### src/rtl/calc_entry_ctrl.sv
// ---------------------------------------------------------------------------
// calc_entry_ctrl
//   Calculator entry controller. Consumes key presses from the grid cursor,
//   assembles hex operand A, an operator and operand B, evaluates on EXE and
//   supports chaining a result into a new calculation.
//
// Ports
//   clk           system clock
//   rst           synchronous reset, active-high (dominates key_valid)
//   key_valid     one-cycle pulse, key_code sampled on this cycle
//   key_code      0x00-0x0F digit, 0x10 add, 0x11 mult, 0x12 and, 0x13 EXE,
//                 0x14 sub, 0x15 or, 0x16 CE, 0x17 CLR, others ignored
//   display       registered value to show
//   state         0=ENTER_A, 1=ENTER_B, 2=SHOW_RES
//   opcode        latched operator: 0 add, 1 sub, 2 mult, 3 and, 4 or
//   result_valid  one-cycle pulse when a result is loaded
//   overflow      flag for the last evaluated result
//
// state     | meaning
// ----------+-----------------------------------------------------------
// ENTER_A   | collecting digits of operand A
// ENTER_B   | operator latched, collecting digits of operand B
// SHOW_RES  | result displayed; digit starts over, operator chains result
// ---------------------------------------------------------------------------
module calc_entry_ctrl #(
    parameter int WIDTH = 16
) (
    input  logic             clk,
    input  logic             rst,
    input  logic             key_valid,
    input  logic [4:0]       key_code,
    output logic [WIDTH-1:0] display,
    output logic [1:0]       state,
    output logic [2:0]       opcode,
    output logic             result_valid,
    output logic             overflow
);

    localparam int MAX_DIGITS = WIDTH / 4;
    localparam int CW         = $clog2(MAX_DIGITS + 1);
    localparam logic [CW-1:0] CNT_MAX = CW'(MAX_DIGITS);

    if ((WIDTH % 4) != 0 || WIDTH < 8) begin : g_width_check
        $error("calc_entry_ctrl: WIDTH must be a multiple of 4 and >= 8");
    end

    typedef enum logic [1:0] {
        ST_ENTER_A  = 2'd0,
        ST_ENTER_B  = 2'd1,
        ST_SHOW_RES = 2'd2
    } state_t;

    localparam logic [2:0] OP_ADD = 3'd0;
    localparam logic [2:0] OP_SUB = 3'd1;
    localparam logic [2:0] OP_MUL = 3'd2;
    localparam logic [2:0] OP_AND = 3'd3;
    localparam logic [2:0] OP_OR  = 3'd4;

    state_t            state_q, state_d;
    logic [WIDTH-1:0]  acc_a_q, acc_a_d;
    logic [WIDTH-1:0]  acc_b_q, acc_b_d;
    logic [CW-1:0]     cnt_a_q, cnt_a_d;
    logic [CW-1:0]     cnt_b_q, cnt_b_d;
    logic [WIDTH-1:0]  result_q, result_d;
    logic [2:0]        opcode_q, opcode_d;
    logic              result_valid_q, result_valid_d;
    logic              overflow_q, overflow_d;
    logic [WIDTH-1:0]  display_q, display_d;

    // key decode
    logic       is_digit, is_op, is_exe, is_ce, is_clr;
    logic [2:0] op_sel;
    logic [3:0] digit;

    assign digit    = key_code[3:0];
    assign is_digit = ~key_code[4];
    assign is_exe   = (key_code == 5'h13);
    assign is_ce    = (key_code == 5'h16);
    assign is_clr   = (key_code == 5'h17);

    always_comb begin
        is_op  = 1'b1;
        op_sel = OP_ADD;
        unique case (key_code)
            5'h10:   op_sel = OP_ADD;
            5'h11:   op_sel = OP_MUL;
            5'h12:   op_sel = OP_AND;
            5'h14:   op_sel = OP_SUB;
            5'h15:   op_sel = OP_OR;
            default: is_op  = 1'b0;
        endcase
    end

    // arithmetic on the current operands, used only when EXE is accepted
    logic [WIDTH:0]     sum_w;
    logic [2*WIDTH-1:0] prod_w;
    logic [WIDTH-1:0]   alu_res;
    logic               alu_ov;

    assign sum_w  = {1'b0, acc_a_q} + {1'b0, acc_b_q};
    assign prod_w = {{WIDTH{1'b0}}, acc_a_q} * {{WIDTH{1'b0}}, acc_b_q};

    always_comb begin
        alu_res = '0;
        alu_ov  = 1'b0;
        unique case (opcode_q)
            OP_ADD: begin
                alu_res = sum_w[WIDTH-1:0];
                alu_ov  = sum_w[WIDTH];
            end
            OP_SUB: begin
                alu_res = acc_a_q - acc_b_q;
                alu_ov  = (acc_a_q < acc_b_q);
            end
            OP_MUL: begin
                alu_res = prod_w[WIDTH-1:0];
                alu_ov  = |prod_w[2*WIDTH-1:WIDTH];
            end
            OP_AND:  alu_res = acc_a_q & acc_b_q;
            OP_OR:   alu_res = acc_a_q | acc_b_q;
            default: alu_res = '0;
        endcase
    end

    // state register
    always_ff @(posedge clk) begin
        if (rst) begin
            state_q        <= ST_ENTER_A;
            acc_a_q        <= '0;
            acc_b_q        <= '0;
            cnt_a_q        <= '0;
            cnt_b_q        <= '0;
            result_q       <= '0;
            opcode_q       <= OP_ADD;
            result_valid_q <= 1'b0;
            overflow_q     <= 1'b0;
            display_q      <= '0;
        end else begin
            state_q        <= state_d;
            acc_a_q        <= acc_a_d;
            acc_b_q        <= acc_b_d;
            cnt_a_q        <= cnt_a_d;
            cnt_b_q        <= cnt_b_d;
            result_q       <= result_d;
            opcode_q       <= opcode_d;
            result_valid_q <= result_valid_d;
            overflow_q     <= overflow_d;
            display_q      <= display_d;
        end
    end

    // next-state
    always_comb begin
        state_d        = state_q;
        acc_a_d        = acc_a_q;
        acc_b_d        = acc_b_q;
        cnt_a_d        = cnt_a_q;
        cnt_b_d        = cnt_b_q;
        result_d       = result_q;
        opcode_d       = opcode_q;
        overflow_d     = overflow_q;
        result_valid_d = 1'b0;

        if (key_valid) begin
            // CE while a result is shown has nothing partial to clear, so it acts as CLR
            if (is_clr || (is_ce && state_q == ST_SHOW_RES)) begin
                state_d    = ST_ENTER_A;
                acc_a_d    = '0;
                acc_b_d    = '0;
                cnt_a_d    = '0;
                cnt_b_d    = '0;
                result_d   = '0;
                opcode_d   = OP_ADD;
                overflow_d = 1'b0;
            end else begin
                unique case (state_q)
                    ST_ENTER_A: begin
                        if (is_digit) begin
                            if (cnt_a_q < CNT_MAX) begin
                                acc_a_d = {acc_a_q[WIDTH-5:0], digit};
                                cnt_a_d = cnt_a_q + 1'b1;
                            end
                        end else if (is_op) begin
                            opcode_d = op_sel;
                            acc_b_d  = '0;
                            cnt_b_d  = '0;
                            state_d  = ST_ENTER_B;
                        end else if (is_ce) begin
                            acc_a_d = '0;
                            cnt_a_d = '0;
                        end
                    end
                    ST_ENTER_B: begin
                        if (is_digit) begin
                            if (cnt_b_q < CNT_MAX) begin
                                acc_b_d = {acc_b_q[WIDTH-5:0], digit};
                                cnt_b_d = cnt_b_q + 1'b1;
                            end
                        end else if (is_op) begin
                            // operator can only be changed before B has digits
                            if (cnt_b_q == '0) opcode_d = op_sel;
                        end else if (is_exe) begin
                            if (cnt_b_q != '0) begin
                                result_d       = alu_res;
                                overflow_d     = alu_ov;
                                result_valid_d = 1'b1;
                                state_d        = ST_SHOW_RES;
                            end
                        end else if (is_ce) begin
                            acc_b_d = '0;
                            cnt_b_d = '0;
                        end
                    end
                    ST_SHOW_RES: begin
                        if (is_digit) begin
                            acc_a_d = {{(WIDTH-4){1'b0}}, digit};
                            cnt_a_d = CW'(1);
                            state_d = ST_ENTER_A;
                        end else if (is_op) begin
                            // chained result is treated as a full operand: no more digits
                            acc_a_d  = result_q;
                            cnt_a_d  = CNT_MAX;
                            opcode_d = op_sel;
                            acc_b_d  = '0;
                            cnt_b_d  = '0;
                            state_d  = ST_ENTER_B;
                        end
                    end
                    default: state_d = ST_ENTER_A;
                endcase
            end
        end
    end

    // outputs: display follows the post-edge state
    always_comb begin
        display_d = acc_a_d;
        unique case (state_d)
            ST_ENTER_A:  display_d = acc_a_d;
            ST_ENTER_B:  display_d = (cnt_b_d != '0) ? acc_b_d : acc_a_d;
            ST_SHOW_RES: display_d = result_d;
            default:     display_d = acc_a_d;
        endcase
    end

    assign display      = display_q;
    assign state        = state_q;
    assign opcode       = opcode_q;
    assign result_valid = result_valid_q;
    assign overflow     = overflow_q;

endmodule

### config.mk
export PLATFORM = sky130hd
export DESIGN_NAME = calc_entry_ctrl
export DESIGN_NICKNAME = d
export VERILOG_FILES = /design/src/rtl/calc_entry_ctrl.sv
export SDC_FILE = /design/constraint.sdc
export NUM_CORES = 1
export LEC_CHECK = 0
export ABC_AREA = 1
export CAP_MARGIN = 0
export CORE_MARGIN = 10
export CORE_UTILIZATION = 35
export CTS_BUF_LIST = sky130_fd_sc_hd__clkbuf_16
export DETAILED_ROUTE_END_ITERATION = 6
export GPL_ROUTABILITY_DRIVEN = 0
export PLACE_DENSITY = 0.49
export SLEW_MARGIN = 20
export SYNTH_ARGS = -nofsm -noshare
export SYNTH_HDL_FRONTEND = slang
export SYNTH_SLANG_ARGS = --single-unit
### constraint.sdc
create_clock -name clk -period 17.92 [get_ports clk]
set_input_delay 2.688 -clock clk [delete_from_list [all_inputs] [get_ports clk]]
set_output_delay 2.688 -clock clk [all_outputs]
set_load 0.01 [all_outputs]
Yosys cells after proc, flatten, opt, wreduce, memory -nomap -nowiden
Index checks and enable logic that the tools add are counted.

storage, ports and cells
  output and inout port bits = 23
  word-level logic and storage cells = 144
  bits in registers = 77
  input bits = 8

operators by class
  $lt $le $gt $ge = 3
  equality and inequality tests = 26
  add/subtract/negate cells = 4
  mux-type cells = 74
  reduce and logical (&&, ||, !) cells = 20
  bitwise operators = 6
  $mul = 1

operators with widths
  cell                   number
  $mux W16               25
  $pmux W16 S2           3
  $pmux W16 S5           1
  $mux W3                22
  $eq A5 B5 Y1 const B   8
  $mul A16 B16 Y32       1
  $mux W2                9
  $pmux W3 S2            3
  $add A16 B16 Y17       1
  $and A16 B16 Y16       1
  $lt A16 B16 Y1         1
  $or A16 B16 Y16        1
  $reduce_or A16 Y1      1
  $sub A16 B16 Y16       1
  $ne A4 B4 Y1 const B   3
  $pmux W3 S4            1
  $reduce_and A6 Y1      2
  $reduce_bool A3 Y1     4
  $ne A3 B3 Y1 const B   3
  $mux W1                8
  $reduce_bool A2 Y1     4
  $reduce_and A7 Y1      1
  $reduce_or A7 Y1       1
  $add A3 B1 Y3 const B  2
  18 further kinds       27

Logic depth before layout (Yosys ltp)
Gate-level depths: netlist (run 1).

  depth after elaboration = 11
  depth in mapped cells = 36

Least setup slack after synthesis (run 1)
Ideal clock, no wire load.

  kind = flip-flop to flip-flop
  start point = register acc_b_q[1]
  end point = register overflow_q (netlist: overflow)
  clock period less this slack = 5749 ps
  cell stages (with the launch flop) = 29
  arrival time = 5616 ps
  data required time = 17788 ps
  path buffers = 2
  setup slack = 12171 ps
  cell sequence = dfxtp_1 > clkbuf_1 > clkbuf_1 > nand2_1 > fa_1 > fa_1 > fa_1 > fa_1 > inv_1 > fa_1 > inv_1 > fa_1 > inv_1 > ha_1 > nand2_1 > nor2_1 > nand3_1 > nand3_1 > nand2_1 > nand3_1 > nand2_1 > nor2_1 > nand2_1 > nor2_1 > nand2_1 > nand2_1 > nand2_1 > nand2_1 > a21oi_1

on the way
  longest elaborated chain between the ends = 9
  elaborated cells between the ends (all ways) = 11
  classes of those cells = add/sub (1); mul (1); order compare (1); mux (7); reduce/logical (1)

RTL lines
  item                    line  text
  start, declared         61    logic [WIDTH-1:0] acc_b_q, acc_b_d;
  start signal, assigned  130   acc_b_q <= '0;
  start signal, assigned  141   acc_b_q <= acc_b_d;
  $mul A16 B16 Y32        101   assign prod_w = {{WIDTH{1'b0}}, acc_a_q} * {{WIDTH{1'b0}}, acc_b_q};
  $reduce_or A16 Y1       117   alu_ov = |prod_w[2*WIDTH-1:WIDTH];
  $pmux W1 S3 *           106   unique case (opcode_q)
  $mux W1 *               203   if (cnt_b_q != '0) begin
  $mux W1 *               202   end else if (is_exe) begin
  $mux W1 *               199   end else if (is_op) begin
  $mux W1 *               194   if (is_digit) begin
  $mux W1 *               176   unique case (state_q)
  $mux W1 *               166   if (is_clr || (is_ce && state_q == ST_SHOW_RES)) begin
  end signal, assigned    147   overflow_q <= overflow_d;
  end, declared           67    logic overflow_q, overflow_d;

Every way passes the cells marked *; elsewhere a longest branch is shown, timed or not. The select of a mux whose other input is x is not followed.
A chain may end at the register's enable or synchronous reset.

Final worst setup path (run 1)
  start point = register acc_a_q[10]
  end point = register overflow_q (netlist: overflow)

on the way
  longest elaborated chain between the ends = 9
  elaborated cells between the ends (all ways) = 11
  classes of those cells = add/sub (1); mul (1); order compare (1); mux (7); reduce/logical (1)

RTL lines
  item                    line  text
  start, declared         60    logic [WIDTH-1:0] acc_a_q, acc_a_d;
  start signal, assigned  129   acc_a_q <= '0;
  start signal, assigned  140   acc_a_q <= acc_a_d;
  $mul A16 B16 Y32        101
  $reduce_or A16 Y1       117
  $pmux W1 S3 *           106
  $mux W1 *               203
  $mux W1 *               202
  $mux W1 *               199
  $mux W1 *               194
  $mux W1 *               176
  $mux W1 *               166

Marked as above.

==> results of run 1 <==
flip-flops by register name, summed over array words and instances, names as in the netlist:
register,cells
state,2
overflow,1
acc_b_q,16
opcode,3
cnt_b_q,3
result_valid,1
display,16
cnt_a_q,3
result_q,16
acc_a_q,16
layout make-up:
class                      count  area, µm²  area share (%)
timing repair buffer          53      467.9           2.682
sequential                    77       1543           8.842
clock buffer                   9      225.2           1.291
inverter                     624       2354           13.49
tap                          607      759.5           4.353
multi-input combinational   1698      12000           68.78
clock inverter                 7      97.59          0.5593
power breakdown:
| group | leakage (nW) | switching (mW) | internal, mW | total, mW |
|---|---|---|---|---|
| Sequential | 0.625 | 0.00978 | 0.177 | 0.187 |
| Combinational | 8.53 | 0.0939 | 0.0403 | 0.134 |
| Clock | 0.158 | 0.0796 | 0.123 | 0.202 |
worst min-delay path: stages (launching register included):
cell     delay [ps]
dfxtp_1         320
nand2_1          90
a21oi_1          60
cell usage after synthesis (all sizes together) (5+ instances only):
| cell type | n | area, µm² |
|---|---|---|
| a31oi | 8 | 50.05 |
| o21bai | 7 | 52.55 |
| ha | 159 | 1989 |
| nand2 | 682 | 2599 |
| buf | 19 | 111.4 |
| dfxtp | 77 | 1541 |
| o211ai | 16 | 130.1 |
| a21oi | 125 | 625.6 |
| a211oi | 7 | 52.55 |
| nand3 | 113 | 565.5 |
| nor2 | 157 | 625.6 |
| o221ai | 5 | 43.79 |
| or2 | 6 | 37.54 |
| xnor2 | 5 | 43.79 |
| fa | 195 | 3904 |
| a22oi | 16 | 120.1 |
| o22ai | 34 | 212.7 |
| clkbuf | 91 | 341.6 |
| nand3b | 7 | 52.55 |
| nor3 | 21 | 115.1 |
| o21ai | 91 | 466.7 |
| nand4 | 20 | 125.1 |
| inv | 622 | 2345 |
kinds of logic (layout without fill, tap and decap cells):
| family | Yosys count | count (layout) | synth area share [%] |
|---|---|---|---|
| AOI/OAI and AO/OA | 326 | 326 | 11.56 |
| xor gates and xnor gates | 9 | 9 | 0.4821 |
| adders and majority gates | 354 | 354 | 36.04 |
| buffers and inverters | 734 | 693 | 17.17 |
| DFF | 77 | 77 | 9.428 |
| and+or+nand+nor | 1009 | 1009 | 25.32 |
stage by stage:
step	cells	util, %
after CTS	3075	37.64
after detailed placement	3059	36.94
after global routing	3075	37.64
final	3075	37.64
after global placement	3059	36.94
after floorplan	2509	-
final timing paths:
check / from / end / slack, ps / cells past startpoint
hold / removal: result_q[13] / result_q[13] / 520 / 2
setup reg to reg: acc_a_q[10] / overflow / 11180 / 26
setup / recovery: acc_a_q[10] / overflow / 11180 / 26
hold reg to reg: result_q[13] / result_q[13] / 520 / 2
layer usage:
metal	up-vias	GRT usage [%]	part of all wire (%)
met4	0	3.494	1.3
met3	63	2.278	6.2
li1	7486	-	-
met2	513	33.60	47
met5	-	0	0
met1	7533	26.93	46
==> results by group, run 1 <==
Outcome
  – Status: complete, no violations

Setup path
  – Worst Setup Start Kind: flip-flop
  – CP max stage delay: 1010 ps
  – Critical Path RT: 18,110 ps
  – Crit path max-delay family: adder cells
  – Most used cell, CP: nand2_1
  – WP data arrival: around 7000 ps
  – Critical-path top delay cell: dfxtp_1
  – CP bufs+invs: 3
  – CP Class: reg2reg
  – Worst Path Max Fanout: 19
  – Setup crit end kind: flip-flop

Routing
  – Vias per cell: 5.072
  – Avg WL per Cell: 18.45 µm
  – DR pass1 iterations: 7
  – Detail Route Antenna Nets: 0
  – WL final: 56.72 mm
  – Iter 0 DRT Violations: 1,369
  – Remaining DRCs: 0
  – Vias post-DR: 15,600

Floorplanning
  – Initial Util: a little over a third
  – Vert. Die Dim: 236.1 µm
  – Total core area: 46,360 µm²
  – # IOs: 31
  – Num rows: 79
  – Die Span X: 236.1 µm
  – Die ar.: roughly 56,000 µm²

Place
  – Post-Place Setup Slack: between 10,000 and 15,000 ps
  – DP Wirelength: 44.98 mm
  – Dpl cell area: 17,130 µm²
  – I/O Buffers: 30

Synth
  – Ys async rst share: 0%
  – Syn Area/Cell: 6.516 µm²
  – Main synth FF type: dfxtp_1
  – Sequential area share after synthesis: 9.428%
  – Post-synth EDFFs: 0
  – Cell area after synthesis: between 15,000 and 20,000 µm²
  – Synth warn: 0
  – Syn_nets: 2,871
  – Library cells used by synthesis: 53
  – Synthesized flop and latch total: 77
  – Syn Inst Count: 2,509

Power and ir drop
  – P_leak: 9.315 nW
  – Total power: 523.9 µW
  – PD cells: 30.03 nW/µm²
  – Max IR drop VDD: 0.04488 mV

Clocking
  – CTS tree: done
  – Root Driver: clkbuf_16
  – Clock buffer depth: 2
  – Cts bufs inserted: 9
  – Clock sinks: 77
  – Clock transition at path regs: 70 ps
  – Hold-fix buffers, CTS: 0
  – Skew-Pair Late Insertion Delay: approximately 350 ps
  – Number of gates resized after CTS: 0
  – Post-CTS Setup Bufs: 0
  – CTS H-tree lvls: 3

Timing
  – Final Cycle Share: between 30% and 40%
  – Worst Max-Slew Pin Slew: 1105 ps
  – Hold WS: 518.2 ps
  – Setup Viol. Count Final: 0
  – RSZ-0062 raised after global routing: no
  – Setup TNS: 0 ps
  – Slew HR: between 20% and 30%
  – Layout Skew: around 11 ps
  – Fmax: 148.5 MHz
  – Post-route minimum period: 6736 ps
  – Setup ws final: 11,180 ps
  – Fin. Hold Viols: 0
  – Slew Viols, Final: 0

Cells and area
  – Final instance area: 17,450 µm²
  – Share of layout cells above drive strength 1: 2.755%
  – ANT cells: 0
  – Commonest non-fill, non-tap cells in the layout: 676 x nand2_1, 618 x inv_1, 195 x fa_1
  – Fillers: around 5,000
  – Leading cell type in the layout, fill and taps excluded: nand2_1
  – Area grow syn2layout: 6.719%
  – Final nets: roughly 2,800

Global routing
  – Largest net degree at the start of global routing: 65
  – Vias in the first global route: 15,560
  – First-pass GRT wire length: 89.03 mm
  – Remaining global-route overflow: 0
  – Global Route Usage Sum: between 15 and 20%
  – Initial antenna violation count: 0

Job
  – Max cap viols: 0

Worst hold path
  – Tightest Hold Check Type: reg2reg
(Power assumes the default switching activity.)
==> inputs of run 2 (changes only) <==
==> constraint.sdc (replaced) <==
create_clock -name clk -period 7.05 [get_ports clk]
set_input_delay 1.0575 -clock clk [delete_from_list [all_inputs] [get_ports clk]]
set_output_delay 1.0575 -clock clk [all_outputs]
set_load 0.01 [all_outputs]
==> results by group, run 2 (synthesis gave the netlist of run 1 again) <==
Power and ir drop
  – Gate power share: 25.2%
  – Sequential share of power: 35.2%
  – P_leak: between 9 and 10 nW
  – Switch share: 34.23%
  – PD cells: 77.67 nW/µm²
  – Clock power frac: 39.6%
  – Sw Pwr: 467.3 µW
  – Max IR drop VDD: between 0.1 and 0.15 mV
  – Internal power: 897.7 µW

Setup path
  – Reg-to-reg endpoint: overflow
  – Setup crit end kind: flip-flop
  – Worst Path Max Fanout: 10
  – Worst Setup Start Kind: flip-flop
  – Worst r2r path cells: 25
  – WP data arrival: 6740 ps
  – R2R Setup Slk: about 520 ps
  – CP Class: reg2reg
  – Reg2reg start: acc_a_q[10]
  – Critical Path RT: 7270 ps

Routing
  – Top layer in use: met4
  – Remaining DRCs: 0
  – Vias per cell: approximately 5.0
  – Met1 WL: 26.68 mm
  – DR pass1 iterations: 6
  – Met3 WL: 3.637 mm
  – Vias post-DR: 15,480
  – Avg WL per Cell: 18.63 µm
  – Detail Route Antenna Nets: 0
  – Iter 0 DRT Violations: 1,340
  – WL final: 57.58 mm
  – Met2 WL post-DR: approximately 26 mm

Timing
  – Worst Max-Slew Pin Slew: 1215 ps
  – Slew HR: between 10% and 20%
  – Fin. Hold Viols: 0
  – Setup TNS: 0 ps
  – RSZ-0062 raised after global routing: no
  – Slew Viols, Final: 0
  – Layout Skew: 10.01 ps
  – Final Cycle Share: 92.59%
  – Setup Viol. Count Final: 0
  – Post-route minimum period: between 6000 and 7000 ps
  – Fmax: 153.2 MHz

Outcome
  – Status: complete, no violations

Place
  – I/O Buffers: 30
  – Placed insts: 3,075
  – DP Wirelength: 47.21 mm
  – Dpl cell area: 17,240 µm²

Global routing
  – Global Route Usage Sum: 20.13%
  – Largest net degree at the start of global routing: 65
  – First-pass GRT wire length: 88.64 mm
  – Initial antenna violation count: 0
  – Remaining global-route overflow: 0
  – Vias in the first global route: 15,220

Cells and area
  – Share of layout cells above drive strength 1: 3.221%
  – Fillers: just over 5,000
  – ANT cells: 0
  – Area grow syn2layout: 7.492%
  – Commonest non-fill, non-tap cells in the layout: 676 x nand2_1, 618 x inv_1, 195 x fa_1
  – Final nets: 2,841
  – Final core occ: between 30% and 40%
  – Final instance area: 17,570 µm²
  – Final Non-Filler Cells: 3,091
  – Leading cell type in the layout, fill and taps excluded: nand2_1

Clocking
  – Post-CTS Setup Bufs: 0
  – Clock sinks: 77
  – Hold-fix buffers, CTS: 0
  – Root Driver: clkbuf_16
  – Clock buffer depth: 2
  – CTS tree: done
  – Clock transition at path regs: 70 ps
  – Number of gates resized after CTS: 0
  – CTS H-tree lvls: 3
  – Cts bufs inserted: 9
  – Skew-Pair Late Insertion Delay: 360 ps

Floorplanning
  – # IOs: 31
  – Die Span X: 236.1 µm
  – Num rows: 79
  – Total core area: 46,360 µm²
  – Die ar.: between 50,000 and 60,000 µm²
  – Vert. Die Dim: approximately 240 µm
  – Initial Util: 35.27%

Worst hold path
  – Tightest Hold Check Type: reg2reg
  – Worst Hold Path Cells: 2
  – Worst hold start: cnt_a_q[0]
  – Hold path endpoint: cnt_a_q[0]

Job
  – Max cap viols: 0
-- run 2: cell types whose count changed in the layout (fill, tap and decap cells not counted) --
cell,change
bufinv_16,+1
dfxtp_1,+1
inv_6,-2
buf_4,+16
clkinvlp_4,-1
clkinv_4,-1
clkinv_1,+3
dfxtp_2,-1
-- run 2: worst max-delay path by stage --
stage | from | end | slack (ps)
floorplan | acc_b_q[1] | overflow | 1300
global placement | acc_b_q[8] | overflow | 610
detailed placement | acc_a_q[8] | overflow | 570
CTS | acc_a_q[8] | overflow | 570
global route | acc_b_q[4] | overflow | 200
finish | acc_a_q[10] | overflow | 520
-- run 2: stage by stage --
step           hold slack (ps)  setup slack, ps  power, mW
6_report                 495.0            522.7      1.365
5_1_grt                  507.4            196.3      1.424
4_1_cts                  488.1            567.1      1.364
3_5_place_dp             477.3            573.2     0.8253
3_3_place_gp             475.3            607.4     0.8256
2_1_floorplan            462.7             1301     0.6973
-- run 2: final cells by class --
class / instances / area (µm²) / area share [%]
clock buffer: 9 / 225.2 / 1.282
clock inverter: 7 / 105.1 / 0.5980
inverter: 624 / 2354 / 13.39
multi-input combinational: 1698 / 12000 / 68.29
sequential: 77 / 1541 / 8.771
tap: 607 / 759.5 / 4.322
timing repair buffer: 69 / 588.1 / 3.346
-- run 2: worst max-delay path, cell delays in order, from the launching register on --
cell,delay (ps)
dfxtp_1,710
buf_4,330
nand2_1,100
fa_1,580
fa_1,460
fa_1,580
fa_1,440
fa_1,460
fa_1,490
inv_1,40
ha_1,400
nand2_1,110
inv_1,80
nand2_1,130
nor3_1,360
nand3_1,180
nand4_1,110
nand2_1,70
nor2_1,150
nand2_1,80
nor2_1,130
nand2_1,140
nand2_1,90
nand2_1,50
nand2_1,50
a21oi_1,60
-- run 2: metal layers --
metal	track usage (%)	vias up
met2	32.44	502
li1	-	7528
met4	5.964	0
met5	0	-
met1	27.31	7355
met3	2.952	92
-- run 2: power by group through the flow --
stage          sequential (mW)  combinational [mW]  clock [mW]
6_report                 0.480               0.344       0.541
5_1_grt                  0.482               0.379       0.564
4_1_cts                  0.480               0.337       0.547
3_5_place_dp             0.489               0.336           0
3_3_place_gp             0.489               0.337           0
2_1_floorplan            0.473               0.224           0
==> inputs of run 3 (changes only) <==
--- a/config.mk
+++ b/config.mk
@@ -8,11 +8,12 @@
 export ABC_AREA = 1
 export CAP_MARGIN = 0
 export CORE_MARGIN = 10
-export CORE_UTILIZATION = 35
+export CORE_UTILIZATION = 40
 export CTS_BUF_LIST = sky130_fd_sc_hd__clkbuf_16
+export CTS_CLUSTER_DIAMETER = 80
 export DETAILED_ROUTE_END_ITERATION = 6
 export GPL_ROUTABILITY_DRIVEN = 0
-export PLACE_DENSITY = 0.49
+export PLACE_DENSITY = 0.54
 export SLEW_MARGIN = 20
 export SYNTH_ARGS = -nofsm -noshare
 export SYNTH_HDL_FRONTEND = slang
==> results by group, run 3 (synthesis gave the netlist of run 1 again) <==
Floorplanning
  – Initial Util: between 40% and 50%
  – # IOs: 31
  – Vert. Die Dim: 222.2 µm
  – Die ar.: 49,360 µm²
  – Die Span X: 222.2 µm
  – Num rows: 74
  – Total core area: 40,650 µm²

Timing
  – Fin. Hold Viols: 0
  – Slew Viols, Final: 0
  – Slew HR: between 30% and 40%
  – Layout Skew: 16.47 ps
  – Final Cycle Share: 91.95%
  – Hold WS: 495.4 ps
  – Post-route minimum period: 6483 ps
  – Worst Max-Slew Pin Slew: 992.6 ps
  – Setup Viol. Count Final: 0
  – Fmax: 154.3 MHz
  – RSZ-0062 raised after global routing: no
  – Setup TNS: 0 ps

Job
  – Max cap viols: 0

Setup path
  – Most used cell, CP: nand2_1
  – Worst Path Max Fanout: 19
  – Worst Setup Start Kind: flip-flop
  – Critical-path top delay cell: dfxtp_1
  – CP max stage delay: 820 ps
  – CP Class: reg2reg
  – WP data arrival: 6680 ps
  – Setup crit end kind: flip-flop
  – Critical Path RT: 7250 ps

Routing
  – WL final: 55.95 mm
  – Iter 0 DRT Violations: 1,616
  – Vias per cell: around 5.2
  – Remaining DRCs: 0
  – Vias post-DR: 15,750
  – Detail Route Antenna Nets: 0
  – DR pass1 iterations: 7
  – Avg WL per Cell: 18.55 µm

Clocking
  – Hold-fix buffers, CTS: 0
  – Clock sinks: a little under 80
  – Root Driver: clkbuf_16
  – Skew-Pair Late Insertion Delay: 360 ps
  – CTS tree: done
  – Clock buffer depth: 2
  – Cts bufs inserted: 9
  – CTS H-tree lvls: 3
  – Post-CTS Setup Bufs: 0
  – Number of gates resized after CTS: 0
  – Clock transition at path regs: ~60 ps

Cells and area
  – Final nets: ~2,800
  – Fillers: approximately 4,300
  – ANT cells: 0
  – Area grow syn2layout: 6.826%
  – Commonest non-fill, non-tap cells in the layout: 676 x nand2_1, 618 x inv_1, 195 x fa_1
  – Leading cell type in the layout, fill and taps excluded: nand2_1
  – Final core occ: around 43%
  – Share of layout cells above drive strength 1: 3.421%

Power and ir drop
  – P_leak: approximately 9.4 nW
  – PD cells: 74.45 nW/µm²
  – Max IR drop VDD: ~0.12 mV

Global routing
  – Vias in the first global route: between 15,000 and 20,000
  – Largest net degree at the start of global routing: 65
  – Remaining global-route overflow: 0
  – Initial antenna violation count: 2
  – First-pass GRT wire length: 87.38 mm
  – Global Route Usage Sum: 22.22%

Outcome
  – Status: complete, no violations

Place
  – DP Wirelength: 45.21 mm
  – I/O Buffers: 30

Worst hold path
  – Tightest Hold Check Type: reg2reg
## run 3: worst paths after layout
kind / start / end / slack (ps) / depth (start not counted)
min reg2reg: cnt_a_q[0] / cnt_a_q[0] / 500 / 2
max reg2reg: acc_b_q[5] / display[12] / 570 / 29
min: cnt_a_q[0] / cnt_a_q[0] / 500 / 2
max: acc_b_q[5] / display[12] / 570 / 29
## run 3: area by class of cell
cell class                 instances  area (µm²)  share of cell area (%)
clock buffer                       9       225.2                   1.289
clock inverter                     7       67.56                  0.3868
inverter                         624        2354                   13.48
multi-input combinational       1698       12000                   68.73
sequential                        77        1541                   8.826
tap                              532       665.6                   3.811
timing repair buffer              70       608.1                   3.482
## run 3: per-stage QoR
step | cells | power (mW) | instance area, µm² | worst slack (ps)
after floorplan | 2509 | 0.6973 | 16350 | 1301
after global placement | 3001 | 0.8220 | 17170 | 669.5
after detailed placement | 3001 | 0.8235 | 17170 | 625.0
after CTS | 3017 | 1.298 | 17460 | 609.0
after global routing | 3017 | 1.355 | 17470 | 72.65
final | 3017 | 1.300 | 17470 | 567.4
## run 3: layer usage
metal | global-route usage (%) | vias to the layer above | wire [µm]
met1 | 30.10 | 7501 | 24970
met2 | 35.74 | 624 | 25110
met3 | 3.335 | 96 | 4178
met4 | 6.671 | 4 | 1655
met5 | 0 | - | 32
li1 | - | 7522 | -
## run 3: report_power, final
part,internal [mW],switching (mW),total [mW]
combinational,0.107,0.232,0.339
sequential,0.451,0.0338,0.485
clock,0.272,0.204,0.477
total,0.830,0.470,1.30
## run 3: worst max-delay path: cells and delay by family (launching register included)
kind | cells | cell delay, ps
AOI/OAI and AO/OA | 4 | 920
xor gates and xnor gates | 1 | 150
DFF | 1 | 820
buffers and inverters | 7 | 410
adders and majority gates | 8 | 3220
and+or+nand+nor | 9 | 800
